[src/rtl/led_status_ctrl.sv]
//------------------------------------------------------------------------------
// led_status_ctrl
//
// Purpose:
//   Shares one RGB LED between up to three status requesters. Channel 0 has
//   the highest priority. All LED drive is globally dimmed by a free-running
//   PWM counter, and each requester can ask for its colour to blink. After
//   every reset the controller first runs a red -> green -> blue lamp test.
//   It then serves requests until the next reset.
//
// Parameters:
//   PWM_BITS   - width of the free-running PWM counter
//   BRIGHT     - PWM duty threshold; the LED is lit while counter < BRIGHT
//   BLINK_HALF - clock cycles per blink half-period (>= 1)
//   LAMP_STEP  - clock cycles each lamp-test colour is shown (>= 1)
//
// Ports:
//   i_clk       - system clock
//   i_rst       - asynchronous active-high reset
//   i_req       - per-channel request, bit 0 = highest priority
//   i_color     - per-channel colour, channel n at [3n+2:3n] as {r,g,b}
//   i_blink     - per-channel blink enable
//   o_grant     - registered one-hot grant, 0 when nothing is served
//   o_led_r/g/b - registered PWM drive for the LED driver
//   o_lamp_test - high while the lamp-test sequence runs
//------------------------------------------------------------------------------
module led_status_ctrl #(
    parameter int unsigned         PWM_BITS   = 8,
    parameter logic [PWM_BITS-1:0] BRIGHT     = 8'h40,
    parameter int unsigned         BLINK_HALF = 24_000_000,
    parameter int unsigned         LAMP_STEP  = 24_000_000
) (
    input  logic       i_clk,
    input  logic       i_rst,
    input  logic [2:0] i_req,
    input  logic [8:0] i_color,
    input  logic [2:0] i_blink,
    output logic [2:0] o_grant,
    output logic       o_led_r,
    output logic       o_led_g,
    output logic       o_led_b,
    output logic       o_lamp_test
);

    // Counter widths; a period of 1 still needs a 1-bit counter.
    localparam int unsigned BLINK_W = (BLINK_HALF > 1) ? $clog2(BLINK_HALF) : 1;
    localparam int unsigned LAMP_W  = (LAMP_STEP  > 1) ? $clog2(LAMP_STEP)  : 1;

    localparam logic [BLINK_W-1:0] BLINK_LAST = BLINK_W'(BLINK_HALF - 1);
    localparam logic [LAMP_W-1:0]  LAMP_LAST  = LAMP_W'(LAMP_STEP - 1);

    localparam logic [1:0] ST_LAMP_R = 2'd0;
    localparam logic [1:0] ST_LAMP_G = 2'd1;
    localparam logic [1:0] ST_LAMP_B = 2'd2;
    localparam logic [1:0] ST_SERVE  = 2'd3;

    // The borrow out of cnt - BRIGHT is set exactly when cnt < BRIGHT. This
    // avoids a relational compare that folds to a constant when BRIGHT = 0.
    function automatic logic f_pwm_on(input logic [PWM_BITS-1:0] cnt);
        logic [PWM_BITS:0] diff;
        diff = {1'b0, cnt} - {1'b0, BRIGHT};
        return diff[PWM_BITS];
    endfunction

    //--------------------------------------------------------------------
    // State registers
    //--------------------------------------------------------------------
    logic [PWM_BITS-1:0] r_pwm_cnt;
    logic [BLINK_W-1:0]  r_blink_cnt;
    logic                r_phase;
    logic [LAMP_W-1:0]   r_lamp_cnt;
    logic [1:0]          r_state;
    logic [2:0]          r_grant;
    logic                r_lamp_test;
    logic [2:0]          r_led_p1;

    //--------------------------------------------------------------------
    // Combinational decode of the current state
    //--------------------------------------------------------------------
    logic       w_serve;
    logic       w_lamp_done;
    logic [2:0] w_grant_nxt;
    logic [2:0] w_color;
    logic       w_active;
    logic       w_blink_act;
    logic       w_grant_chg;
    logic       w_blink_wrap;
    logic [2:0] w_led_nxt;

    assign w_serve     = (r_state == ST_SERVE);
    assign w_lamp_done = (r_lamp_cnt == LAMP_LAST);

    // Fixed priority: lowest asserted index wins. Nothing is granted during
    // the lamp test, so requests present when SERVE is entered are picked
    // up on the following edge.
    always_comb begin
        w_grant_nxt = 3'b000;
        if (w_serve) begin
            if (i_req[0]) begin
                w_grant_nxt = 3'b001;
            end else if (i_req[1]) begin
                w_grant_nxt = 3'b010;
            end else if (i_req[2]) begin
                w_grant_nxt = 3'b100;
            end
        end
    end

    // Lamp states force their test colour; SERVE shows the live colour of
    // the currently granted channel, so a colour change appears one cycle
    // later without touching the blink timing.
    always_comb begin
        w_color = 3'b000;
        case (r_state)
            ST_LAMP_R: w_color = 3'b100;
            ST_LAMP_G: w_color = 3'b010;
            ST_LAMP_B: w_color = 3'b001;
            default: begin
                case (r_grant)
                    3'b001:  w_color = i_color[2:0];
                    3'b010:  w_color = i_color[5:3];
                    3'b100:  w_color = i_color[8:6];
                    default: w_color = 3'b000;
                endcase
            end
        endcase
    end

    assign w_active     = !w_serve || (r_grant != 3'b000);
    assign w_blink_act  = w_serve && ((i_blink & r_grant) != 3'b000);
    assign w_grant_chg  = (w_grant_nxt != r_grant);
    assign w_blink_wrap = (r_blink_cnt == BLINK_LAST);
    assign w_led_nxt    = w_color & {3{f_pwm_on(r_pwm_cnt) & r_phase & w_active}};

    //--------------------------------------------------------------------
    // Stage p0: counters, state machine and grant
    //--------------------------------------------------------------------
    always_ff @(posedge i_clk or posedge i_rst) begin
        if (i_rst) begin
            r_pwm_cnt <= '0;
        end else begin
            r_pwm_cnt <= r_pwm_cnt + 1'b1;
        end
    end

    always_ff @(posedge i_clk or posedge i_rst) begin
        if (i_rst) begin
            r_state    <= ST_LAMP_R;
            r_lamp_cnt <= '0;
        end else if (!w_serve) begin
            if (w_lamp_done) begin
                r_lamp_cnt <= '0;
                case (r_state)
                    ST_LAMP_R: r_state <= ST_LAMP_G;
                    ST_LAMP_G: r_state <= ST_LAMP_B;
                    default:   r_state <= ST_SERVE;
                endcase
            end else begin
                r_lamp_cnt <= r_lamp_cnt + 1'b1;
            end
        end
    end

    always_ff @(posedge i_clk or posedge i_rst) begin
        if (i_rst) begin
            r_grant <= 3'b000;
        end else begin
            r_grant <= w_grant_nxt;
        end
    end

    // A grant change restarts blinking in the on phase, even when it lands
    // on the same edge as a half-period wrap.
    always_ff @(posedge i_clk or posedge i_rst) begin
        if (i_rst) begin
            r_blink_cnt <= '0;
            r_phase     <= 1'b1;
        end else if (w_grant_chg || !w_blink_act) begin
            r_blink_cnt <= '0;
            r_phase     <= 1'b1;
        end else if (w_blink_wrap) begin
            r_blink_cnt <= '0;
            r_phase     <= !r_phase;
        end else begin
            r_blink_cnt <= r_blink_cnt + 1'b1;
        end
    end

    //--------------------------------------------------------------------
    // Stage p1: registered LED drive and lamp-test flag
    //--------------------------------------------------------------------
    always_ff @(posedge i_clk or posedge i_rst) begin
        if (i_rst) begin
            r_led_p1    <= 3'b000;
            r_lamp_test <= 1'b0;
        end else begin
            r_led_p1    <= w_led_nxt;
            r_lamp_test <= !w_serve;
        end
    end

    assign o_grant     = r_grant;
    assign o_led_r     = r_led_p1[2];
    assign o_led_g     = r_led_p1[1];
    assign o_led_b     = r_led_p1[0];
    assign o_lamp_test = r_lamp_test;

endmodule
[config.mk]
export PLATFORM = sky130hd
export DESIGN_NAME = led_status_ctrl
export DESIGN_NICKNAME = d
export VERILOG_FILES = /design/src/rtl/led_status_ctrl.sv
export SDC_FILE = /design/constraint.sdc
export NUM_CORES = 1
export LEC_CHECK = 0
export ABC_AREA = 1
export BUFFER_PORTS_ARGS = -buffer_cell sky130_fd_sc_hd__buf_2
export CAP_MARGIN = 20
export CORE_MARGIN = 2
export CORE_UTILIZATION = 50
export DETAILED_ROUTE_END_ITERATION = 8
export PLACE_DENSITY = 0.8
export SYNTH_ARGS = -nofsm -noshare
export SYNTH_HDL_FRONTEND = slang
export SYNTH_SLANG_ARGS = --single-unit
[constraint.sdc]
create_clock -name i_clk -period 5.86 [get_ports i_clk]
set_input_delay 0.879 -clock i_clk [delete_from_list [all_inputs] [get_ports i_clk]]
set_output_delay 0.879 -clock i_clk [all_outputs]
set_load 0.03 [all_outputs]
==> results.py, run 1 <==
metrics = {
    "placed_design": {
        "port_buffers": 23,
        "place_ws_ns": 3.536,
        "placedCellCount": 595,
        "gp_congestion": 0.9216,
        "dp_hpwl_mm": 5.189,
    },
    "clocking": {
        "htreeDepth": 3,
        "cts-root-buf": "clkbuf_8",
        "cts_max_path_buffers": 2,
        "cts_buffers": 9,
        "clkLatencyLatePin_ns": 0.35,
        "cts_tree": "yes",
        "postCtsSetupRepairBufs": 0,
        "clk_pin_slew_ns": 0.07,
        "ctsHoldBuffers": 0,
        "cts.sinks": 68,
        "post_cts_resize_count": 0,
    },
    "finish": {
        "areaGrowthSynthToFinish_pct": 11.42,
        "drive_gt1_frac": 0.1172,
        "final_common_cell": "nand2_1",
        "layout_common_cells": "nand2_1 (101), nor2_1 (80), dfrtp_1 (67)",
        "final_nets": 527,
        "final_cells": 611,
        "fillers": 623,
        "seqCellArea_um2": 1703,
        "multi_input_area_um2": 1677,
        "antenna_cells": 0,
        "final_util": 0.5663,
    },
    "timing": {
        "tns_ns": 0,
        "timing_hold_violations_final": 0,
        "setup_violations": 0,
        "rsz0062_at_grt": "no",
        "fin_crit_sh": 0.3556,
        "slew_headroom": 0.4503,
        "skew_ns": 0.009402,
        "min_period_ns": 2.084,
        "slew_violations": 0,
        "setup_slack_ns": 3.776,
        "worst_pin_slew_ns": 0.8245,
        "fmax_ghz": 0.4799,
    },
    "drt": {
        "drt_iter0_drc": 159,
        "route.vias.total": 3103,
        "wl_per_cell_um": 11.87,
        "avgViaCountPerCell": 5.079,
        "drcViolationCount": 0,
        "postRouteWirelength_mm": 7.255,
        "antenna_left": 0,
        "dr.pass1.iters": 4,
    },
    "synthesis": {
        "synth_compound_area_frac": 0.02916,
        "ys_ff_latch": 68,
        "synth_area_leaders": "dfrtp_1 (46%), nand2_1 (10%), nor2_1 (8.2%)",
        "synth-adder-area-share": 0.01029,
        "synth-simple-area-share": 0.3482,
        "synth_top_cell_by_area": "dfrtp_1",
        "synth_warnings": 0,
        "synth_top_family_by_area": "simple AND/OR/NAND/NOR gates",
        "syn-num-nets": 494,
        "yosysSeqAreaShare": 0.4669,
        "synth_xor_area_frac": 0.07204,
        "syn_inst": 474,
        "synth.avg_cell_area_um2": 7.695,
        "synth_mux_area_frac": 0,
        "syn_area_um2": 3647,
        "synthDistinctLibCells": 24,
        "synth_top_area_share": 0.4597,
    },
    "run_status": {
        "status": "finished clean",
    },
    "critical_path": {
        "rrSetupSlack_ns": 3.78,
        "crit_required_ns": 6.13,
        "endpoint_kind": "flip-flop",
        "critical_path_arrival_ns": 2.36,
        "crit_path_top_delay_cell": "dfrtp_1",
        "cp_max_fo": 18,
        "path_class": "flip-flop to flip-flop",
        "path_cells": "nand2_2 -> clkinv_2 -> nand3_1 -> nand2_1 -> nor3_4 -> nand2_4 -> nor2_1",
        "start_kind": "flip-flop",
        "max_stage_delay_ns": 0.45,
    },
    "pwr": {
        "intPower_mw": 0.6699,
        "p_sw_frac": 0.2209,
        "p_clk_frac": 0.436,
        "p_leak_nw": 1.935,
        "net-switching-power_mw": 0.1900,
        "comb_power_share": 0.018,
        "seq_power_share": 0.545,
        "p_per_area_nw_per_um2": 211.6,
        "ir_drop_uv": 114.8,
    },
    "floorplan": {
        "pin_count": 24,
        "start_util": 0.5083,
        "placement_rows": 31,
        "die_h_um": 89.41,
        "chipWidth_um": 89.41,
        "dieArea_um2": 7993,
        "coreArea_um2": 7176,
    },
    "global_route": {
        "grt_max_degree": 69,
        "gr-total-overflow": 0,
        "grt_use_total": 0.1902,
        "grt_pass1_vias": 2826,
        "grt_pass1_wl_mm": 11.90,
        "antenna_found_initial": 0,
    },
    "job": {
        "maxCapViolations": 0,
    },
    "min_path": {
        "hold_path.class": "flip-flop to flip-flop",
    },
}
[critical path: cells and delay by family (launching register included)]
kind	cells	cell delay, ns
and+or+nand+nor	6	1.35
DFF	1	0.45
buffers and inverters	1	0.22
[worst paths after layout]
check,startpoint,endpoint,cells after the start
max,r_state[0]$_DFFE_PP0P_,r_blink_cnt[15]$_DFF_PP0_,7
min,r_blink_cnt[0]$_DFF_PP0_,r_blink_cnt[0]$_DFF_PP0_,1
max reg2reg,r_state[0]$_DFFE_PP0P_,r_blink_cnt[15]$_DFF_PP0_,7
min reg2reg,r_blink_cnt[0]$_DFF_PP0_,r_blink_cnt[0]$_DFF_PP0_,1
max in group asynchronous,i_rst,r_led_p1[0]$_DFF_PP0_,3
min in group asynchronous,i_rst,r_blink_cnt[4]$_DFF_PP0_,3
[power by group through the flow]
stage | Sequential [mW] | Clock [mW] | Combinational (mW)
final | 0.469 | 0.375 | 0.0157
after global routing | 0.469 | 0.406 | 0.0183
after CTS | 0.469 | 0.382 | 0.0166
after detailed placement | 0.478 | 0 | 0.0164
after global placement | 0.478 | 0 | 0.0160
after floorplan | 0.478 | 0 | 0.00756
[cell type report]
class                           count  share of cell area
Clock buffer                       10             0.03140
Clock inverter                      6             0.01601
Sequential cell                    68              0.4190
Inverter                           65             0.06034
Tap cell                           99             0.03048
Multi-Input combinational cell    339              0.4126
Timing Repair Buffer               24             0.03017
[synth_stat cells]
cell type,n
a21oi_1,9
a31oi_1,1
buf_6,2
clkinv_2,1
dfrtp_1,67
dfstp_2,1
ha_1,3
inv_1,64
nand2_1,101
nand2_2,3
nand2_4,1
nand3_1,55
nand3b_1,3
nand4_1,12
nor2_1,80
nor2_2,10
nor2_4,1
nor3_1,17
nor3_4,1
o21ai_0,8
o21bai_1,2
or2_2,2
xnor2_1,10
xor2_1,20
[registers in the layout, summed over array words and instances (netlist names)]
signal and count:
o_grant 3, o_lamp_test 1, r_blink_cnt 25, r_lamp_cnt 25, r_led_p1 3, r_phase 1, r_pwm_cnt 8, r_state 2
[per-stage QoR]
step	cell area (um^2)	total power, mW	hold slack [ns]
2_1_floorplan	3647	0.4857	0.4314
3_3_place_gp	3871	0.4942	0.4448
3_5_place_dp	3871	0.4946	0.4627
4_1_cts	4064	0.8675	0.4723
5_1_grt	4064	0.8933	0.4893
6_report	4064	0.8599	0.4643
[cell families after synthesis]
group	count (synthesis)
AO/OA/AOI/OAI	20
XOR/XNOR	30
adder cells (fa/ha/maj)	3
AND/OR/NAND/NOR	286
buffers and inverters	67
flip-flops	68
[layer usage]
layer / vias up / routed length (um) / track usage
li1: 1569 / - / -
met1: 1446 / 3333 / 0.2362
met2: 73 / 3411 / 0.3199
met3: 15 / 333 / 0.03878
met4: 0 / 176 / 0.08412
met5: - / 0 / 0
Note: power is estimated with default switching activity, not from simulation.
==> run 2, diff against run 1 <==
ABC_AREA = 0   (was 1)
clock period = 2 ns   (was 5.86 ns; I/O delays follow)
==> run 2 against run 1 <==
  * Critical path depth down 2
  * Power rose to 2.8 times the previous value
  * Sequential cell count unchanged
  * Cell count down 19%
  * Via count down 6.3%
  * Hold slack worse by 0.27 ns
  * Synthesized cell count down 27%
  * Sequential share of layout area down 0.66 points
  * Critical endpoint is now r_lamp_cnt[22]$_DFFE_PP0P_
  * Largest power group unchanged
==> results.py, run 2 <==
metrics = {
    "placed_design": {
        "dp_hpwl_mm": 5.141,
        "gp_congestion": 0.8943,
        "dpl-instance-area_um2": 3867,
        "port_buffers": 23,
    },
    "clocking": {
        "clk_pin_slew_ns": 0.07,
        "cts-root-buf": "clkbuf_8",
        "cts_max_path_buffers": 2,
        "cts_buffers": 9,
        "clkLatencyLatePin_ns": 0.35,
        "cts_tree": "yes",
        "cts.sinks": 68,
        "htreeDepth": 3,
    },
    "synthesis": {
        "synthDistinctLibCells": 49,
        "synth.avg_cell_area_um2": 10.11,
        "synth_top_cells_by_count": "dfrtp_1 (67), nand2_1 (25), nand3_1 (24), nand4_1 (22), nor3_1 (22)",
        "synth-async-reset-ratio": 1.000,
        "ys_ff_latch": 68,
        "synth_edf_count": 0,
        "synth_warnings": 0,
        "syn_area_um2": 3507,
        "synth_top_area_share": 0.4781,
        "synthFlopType": "dfrtp_1",
        "syn_inst": 347,
        "syn-num-nets": 367,
        "synth.most_common_cell": "dfrtp_1",
        "yosysSeqAreaShare": 0.4856,
        "synth_top_cell_by_area": "dfrtp_1",
        "synth_area_leaders": "dfrtp_1 (48%), xnor2_1 (5.2%), nand4_1 (3.9%)",
    },
    "finish": {
        "final_common_cell": "dfrtp_1",
        "fin_area_um2": 4129,
        "layout_common_cells": "dfrtp_1 (67), nand2_1 (25), buf_4 (24)",
        "top_regs": "r_blink_cnt: 25 flops, r_lamp_cnt: 25 flops, r_pwm_cnt: 8 flops",
        "areaGrowthSynthToFinish_pct": 17.73,
        "drive_gt1_frac": 0.2225,
        "final_nets": 415,
        "final_util": 0.6077,
        "antenna_cells": 0,
    },
    "critical_path": {
        "rrSetupSlack_ns": 0.05,
        "r2r_start": "r_lamp_cnt[1]$_DFFE_PP0P_",
        "cp_max_fo": 4,
        "worstRegToRegCells": 5,
        "critical_path_arrival_ns": 2.22,
        "path_class": "flip-flop to flip-flop",
        "start_kind": "flip-flop",
        "crit_required_ns": 2.28,
        "endpoint_kind": "flip-flop",
        "r2r_end": "r_lamp_cnt[22]$_DFFE_PP0P_",
    },
    "timing": {
        "skew_ns": 0.01043,
        "min_period_ns": 1.946,
        "timing_hold_violations_final": 0,
        "worst_pin_slew_ns": 0.4851,
        "fin_crit_sh": 0.9730,
        "fmax_ghz": 0.5139,
        "slew_headroom": 0.6759,
        "holdWs_ns": 0.1975,
        "slew_violations": 0,
        "setup_violations": 0,
    },
    "global_route": {
        "grt_max_degree": 50,
        "grt_use_total": 0.2140,
        "grt_pass1_vias": 2852,
        "antenna_found_initial": 0,
        "grt_pass1_wl_mm": 12.84,
        "gr-total-overflow": 0,
    },
    "drt": {
        "drcViolationCount": 0,
        "drt_iter0_drc": 186,
        "postRouteWirelength_mm": 7.413,
        "wl_per_cell_um": 14.95,
        "route.vias.total": 2909,
        "avgViaCountPerCell": 5.865,
        "dr.pass1.iters": 4,
        "antenna_left": 0,
    },
    "floorplan": {
        "coreArea_um2": 6794,
        "chipWidth_um": 87.75,
        "pin_count": 24,
        "start_util": 0.5162,
        "placement_rows": 30,
        "dieArea_um2": 7700,
        "die_h_um": 87.75,
    },
    "min_path": {
        "min_delay_path_depth": 2,
        "hold_start": "i_req[0]",
        "hold_path.class": "primary input to flip-flop",
        "min_to": "o_grant[2]$_DFF_PP0_",
    },
    "pwr": {
        "ir_drop_uv": 433.8,
        "p_leak_nw": 1.646,
        "p_per_area_nw_per_um2": 590.7,
    },
    "job": {
        "maxCapViolations": 0,
    },
    "run_status": {
        "status": "finished clean",
    },
}
-- run 2: metal layers --
| layer | vias to the layer above | global-route usage | part of all wire |
|---|---|---|---|
| met5 | - | 0 | 0 |
| li1 | 1414 | - | - |
| met4 | 0 | 0.07972 | 0.011 |
| met2 | 47 | 0.3623 | 0.51 |
| met3 | 9 | 0.06032 | 0.032 |
| met1 | 1439 | 0.2608 | 0.45 |
-- run 2: where the power goes --
group          internal [mW]  switching [mW]  leakage [nW]  total (mW)
Clock                  0.478           0.534        0.0803        1.01
Sequential              1.37               0         0.908        1.37
Combinational         0.0185          0.0347         0.658      0.0533
Total                   1.87           0.569          1.65        2.44
-- run 2: area by class of cell --
cell class	instances	area (um^2)
Sequential cell	68	1703
Clock inverter	6	40.04
Multi-Input combinational cell	260	1765
Fill cell	541	2665
Tap cell	96	120.1
Inverter	6	26.28
Clock buffer	10	137.6
Timing Repair Buffer	50	336.6
-- run 2: critical path: stages (launching register included) --
cell     delay (ns)
dfrtp_1        0.39
ha_4           0.16
nand3_2        0.09
or4_4          0.58
or4_4          0.53
a21oi_2        0.12
-- run 2: worst max path at each step --
| stage | from | to | depth (start not counted) |
|---|---|---|---|
| 3_3_place_gp | r_lamp_cnt[0]$_DFFE_PP0P_ | r_lamp_cnt[22]$_DFFE_PP0P_ | 5 |
| 5_1_grt | r_lamp_cnt[1]$_DFFE_PP0P_ | r_lamp_cnt[22]$_DFFE_PP0P_ | 5 |
| 4_1_cts | r_lamp_cnt[0]$_DFFE_PP0P_ | r_lamp_cnt[22]$_DFFE_PP0P_ | 5 |
| 6_report | r_lamp_cnt[1]$_DFFE_PP0P_ | r_lamp_cnt[22]$_DFFE_PP0P_ | 5 |
| 3_5_place_dp | r_lamp_cnt[0]$_DFFE_PP0P_ | r_lamp_cnt[22]$_DFFE_PP0P_ | 5 |
| 2_1_floorplan | o_grant[1]$_DFF_PP0_ | r_phase$_DFFE_PP1P_ | 5 |
-- run 2: cell families (layout without fill, tap and decap cells) --
family / count (synthesis) / count (layout) / synth area share
DFF: 68 / 68 / 0.4856
xor gates and xnor gates: 33 / 33 / 0.08241
and+or+nand+nor: 169 / 169 / 0.2915
muxes: 2 / 2 / 0.006421
AOI/OAI and AO/OA: 53 / 53 / 0.09954
buffers and inverters: 19 / 72 / 0.02390
adders and majority gates: 3 / 3 / 0.01070
-- run 2: metrics by stage --
stage	setup slack [ns]	power, mW	instances	setup TNS (ns)
detailed placement	0.04716	1.455	475	0
finish	0.05395	2.439	496	0
global placement	0.1086	1.453	475	0
CTS	0.05092	2.470	492	0
floorplan	0.06960	1.424	347	0
global route	-0.02697	2.534	496	-0.05550
-- run 2: what timing repair did --
item | CTS | global route
endpoints found under the hold margin | 19 | 0
setup buffers | 0 | 4
endpoints found under the setup margin | 0 | 6
hold buffers | 1 | 0
resized for setup | 0 | 10
==> run 3, diff against run 2 <==
CORE_UTILIZATION = 40   (was 50)
PLACE_DENSITY = 0.69   (was 0.8)
==> run 3 against run 2 <==
  * Cell count is 1.8% higher
  * Count of clock-buffer cells in the layout stayed put
  * Sequential power hardly changed
  * Sequential cell count stayed put
  * Critical path type unchanged
  * Clock power hardly changed
  * First-iteration DRC count is 41% lower
  * Power hardly changed
  * Via count is 1.2% lower
==> results.py, run 3 (synthesized netlist as in run 2, its figures left out) <==
metrics = {
    "drt": {
        "wl_per_cell_um": 14.77,
        "route.vias.total": 2873,
        "antenna_left": 0,
        "dr.pass1.iters": 4,
        "drt_iter0_drc": 109,
        "avgViaCountPerCell": 5.689,
        "postRouteWirelength_mm": 7.458,
        "drcViolationCount": 0,
    },
    "timing": {
        "setup_violations": 0,
        "tns_ns": 0,
        "slew_headroom": 0.6348,
        "fmax_ghz": 0.5099,
        "rsz0062_at_grt": "no",
        "slew_violations": 0,
        "timing_hold_violations_final": 0,
        "skew_ns": 0.007481,
        "worst_pin_slew_ns": 0.5403,
        "min_period_ns": 1.961,
        "fin_crit_sh": 0.9806,
    },
    "finish": {
        "top_regs": "r_blink_cnt: 25 flops, r_lamp_cnt: 25 flops, r_pwm_cnt: 8 flops",
        "layout_common_cells": "dfrtp_1 (67), nand2_1 (25), nand3_1 (23), buf_2 (23)",
        "final_common_cell": "dfrtp_1",
        "fillers": 804,
        "antenna_cells": 0,
        "areaGrowthSynthToFinish_pct": 16.91,
        "final_nets": 412,
        "drive_gt1_frac": 0.2116,
    },
    "pwr": {
        "ir_drop_uv": 415.3,
        "p_leak_nw": 1.631,
        "p_total_mw": 2.438,
        "p_per_area_nw_per_um2": 594.6,
    },
    "critical_path": {
        "cp_max_fo": 6,
        "endpoint_kind": "flip-flop",
        "worstRegToRegCells": 5,
        "path_class": "flip-flop to flip-flop",
        "r2r_end": "r_lamp_cnt[22]$_DFFE_PP0P_",
        "critical_path_arrival_ns": 2.23,
        "r2r_start": "r_lamp_cnt[0]$_DFFE_PP0P_",
        "crit_required_ns": 2.27,
        "timing.critical_path.from": "r_lamp_cnt[0]$_DFFE_PP0P_",
        "start_kind": "flip-flop",
        "rrSetupSlack_ns": 0.04,
        "worstSetupEndpoint": "r_lamp_cnt[22]$_DFFE_PP0P_",
    },
    "floorplan": {
        "chipWidth_um": 97.64,
        "start_util": 0.4081,
        "coreArea_um2": 8593,
        "dieArea_um2": 9533,
        "die_h_um": 97.64,
        "pin_count": 24,
        "placement_rows": 34,
    },
    "clocking": {
        "cts_max_path_buffers": 2,
        "cts_tree": "yes",
        "postCtsSetupRepairBufs": 0,
        "htreeDepth": 3,
        "cts_buffers": 9,
        "cts.sinks": 68,
        "cts-root-buf": "clkbuf_8",
        "clk_pin_slew_ns": 0.07,
        "clkLatencyLatePin_ns": 0.34,
    },
    "placed_design": {
        "port_buffers": 23,
        "gp_congestion": 0.8249,
        "dp_hpwl_mm": 5.366,
    },
    "global_route": {
        "met3_usage": 0.04604,
        "grtUsageMet1": 0.2091,
        "gr-total-overflow": 0,
        "grt_max_degree": 33,
        "gr-max-usage-layer": "met2",
        "grt_pass1_wl_mm": 12.95,
        "grt_use_total": 0.1644,
        "grt_pass1_vias": 2804,
        "antenna_found_initial": 0,
        "grt_util_met2": 0.2769,
    },
    "min_path": {
        "hold_path.class": "primary input to flip-flop",
    },
    "job": {
        "maxCapViolations": 0,
    },
    "run_status": {
        "status": "finished clean",
    },
}
[run 3: changes by cell type in the layout (fill, tap and decap cells not counted), sizes merged]
cell  previous run  this run
buf             49        46
[run 3: per-stage QoR]
step	hold WS (ns)	std cells	util	setup slack [ns]	area (um^2)
2_1_floorplan	0.3735	347	-	0.06960	3511
3_3_place_gp	0.3364	488	0.4527	0.1125	3890
3_5_place_dp	0.3454	488	0.4527	0.03727	3890
4_1_cts	0.1782	505	0.4745	0.03724	4078
5_1_grt	0.1932	505	0.4771	0.008836	4100
6_report	0.1887	505	0.4771	0.03877	4100
[run 3: final cells by class]
type	count	area [um^2]	share of cell area
multi-input cells	260	1748	0.4263
flip-flops and latches	68	1703	0.4153
repair buffers	47	310.3	0.07568
clock buffers	10	137.6	0.03357
well taps	108	135.1	0.03296
clock inverters	6	40.04	0.009765
inverters	6	26.28	0.006408
[run 3: timing repair]
action	CTS	global route
hold endpoints to repair	17	0
hold buffers	1	0
gates resized for setup	0	6
endpoints found under the setup margin	0	2
[run 3: worst min-delay path by stage]
stage,from,end,slack (ns),cells after the start
after floorplan,i_req[0],o_grant[2]$_DFF_PP0_,0.37,1
after global placement,i_rst,r_lamp_cnt[21]$_DFFE_PP0P_,0.34,2
after detailed placement,i_rst,r_lamp_cnt[21]$_DFFE_PP0P_,0.35,2
after CTS,i_req[0],o_grant[2]$_DFF_PP0_,0.18,2
after global routing,i_req[0],o_grant[2]$_DFF_PP0_,0.19,2
final,i_req[0],o_grant[2]$_DFF_PP0_,0.19,2
[run 3: report_power, final]
group | internal (mW) | switching [mW]
Sequential | 1.37 | 0
Combinational | 0.0197 | 0.0350
Clock | 0.478 | 0.531
[run 3: worst max-delay path: stages, from the launching register on]
cell	delay, ns
dfrtp_1	0.36
ha_2	0.20
nand3_2	0.09
or4_4	0.58
or4_4	0.54
a21oi_2	0.13
[run 3: per-layer routing]
metal,routed length (um),share of wire
met1,3387,0.45
met2,3788,0.51
met3,251,0.034
met4,30,0.0040
met5,0,0
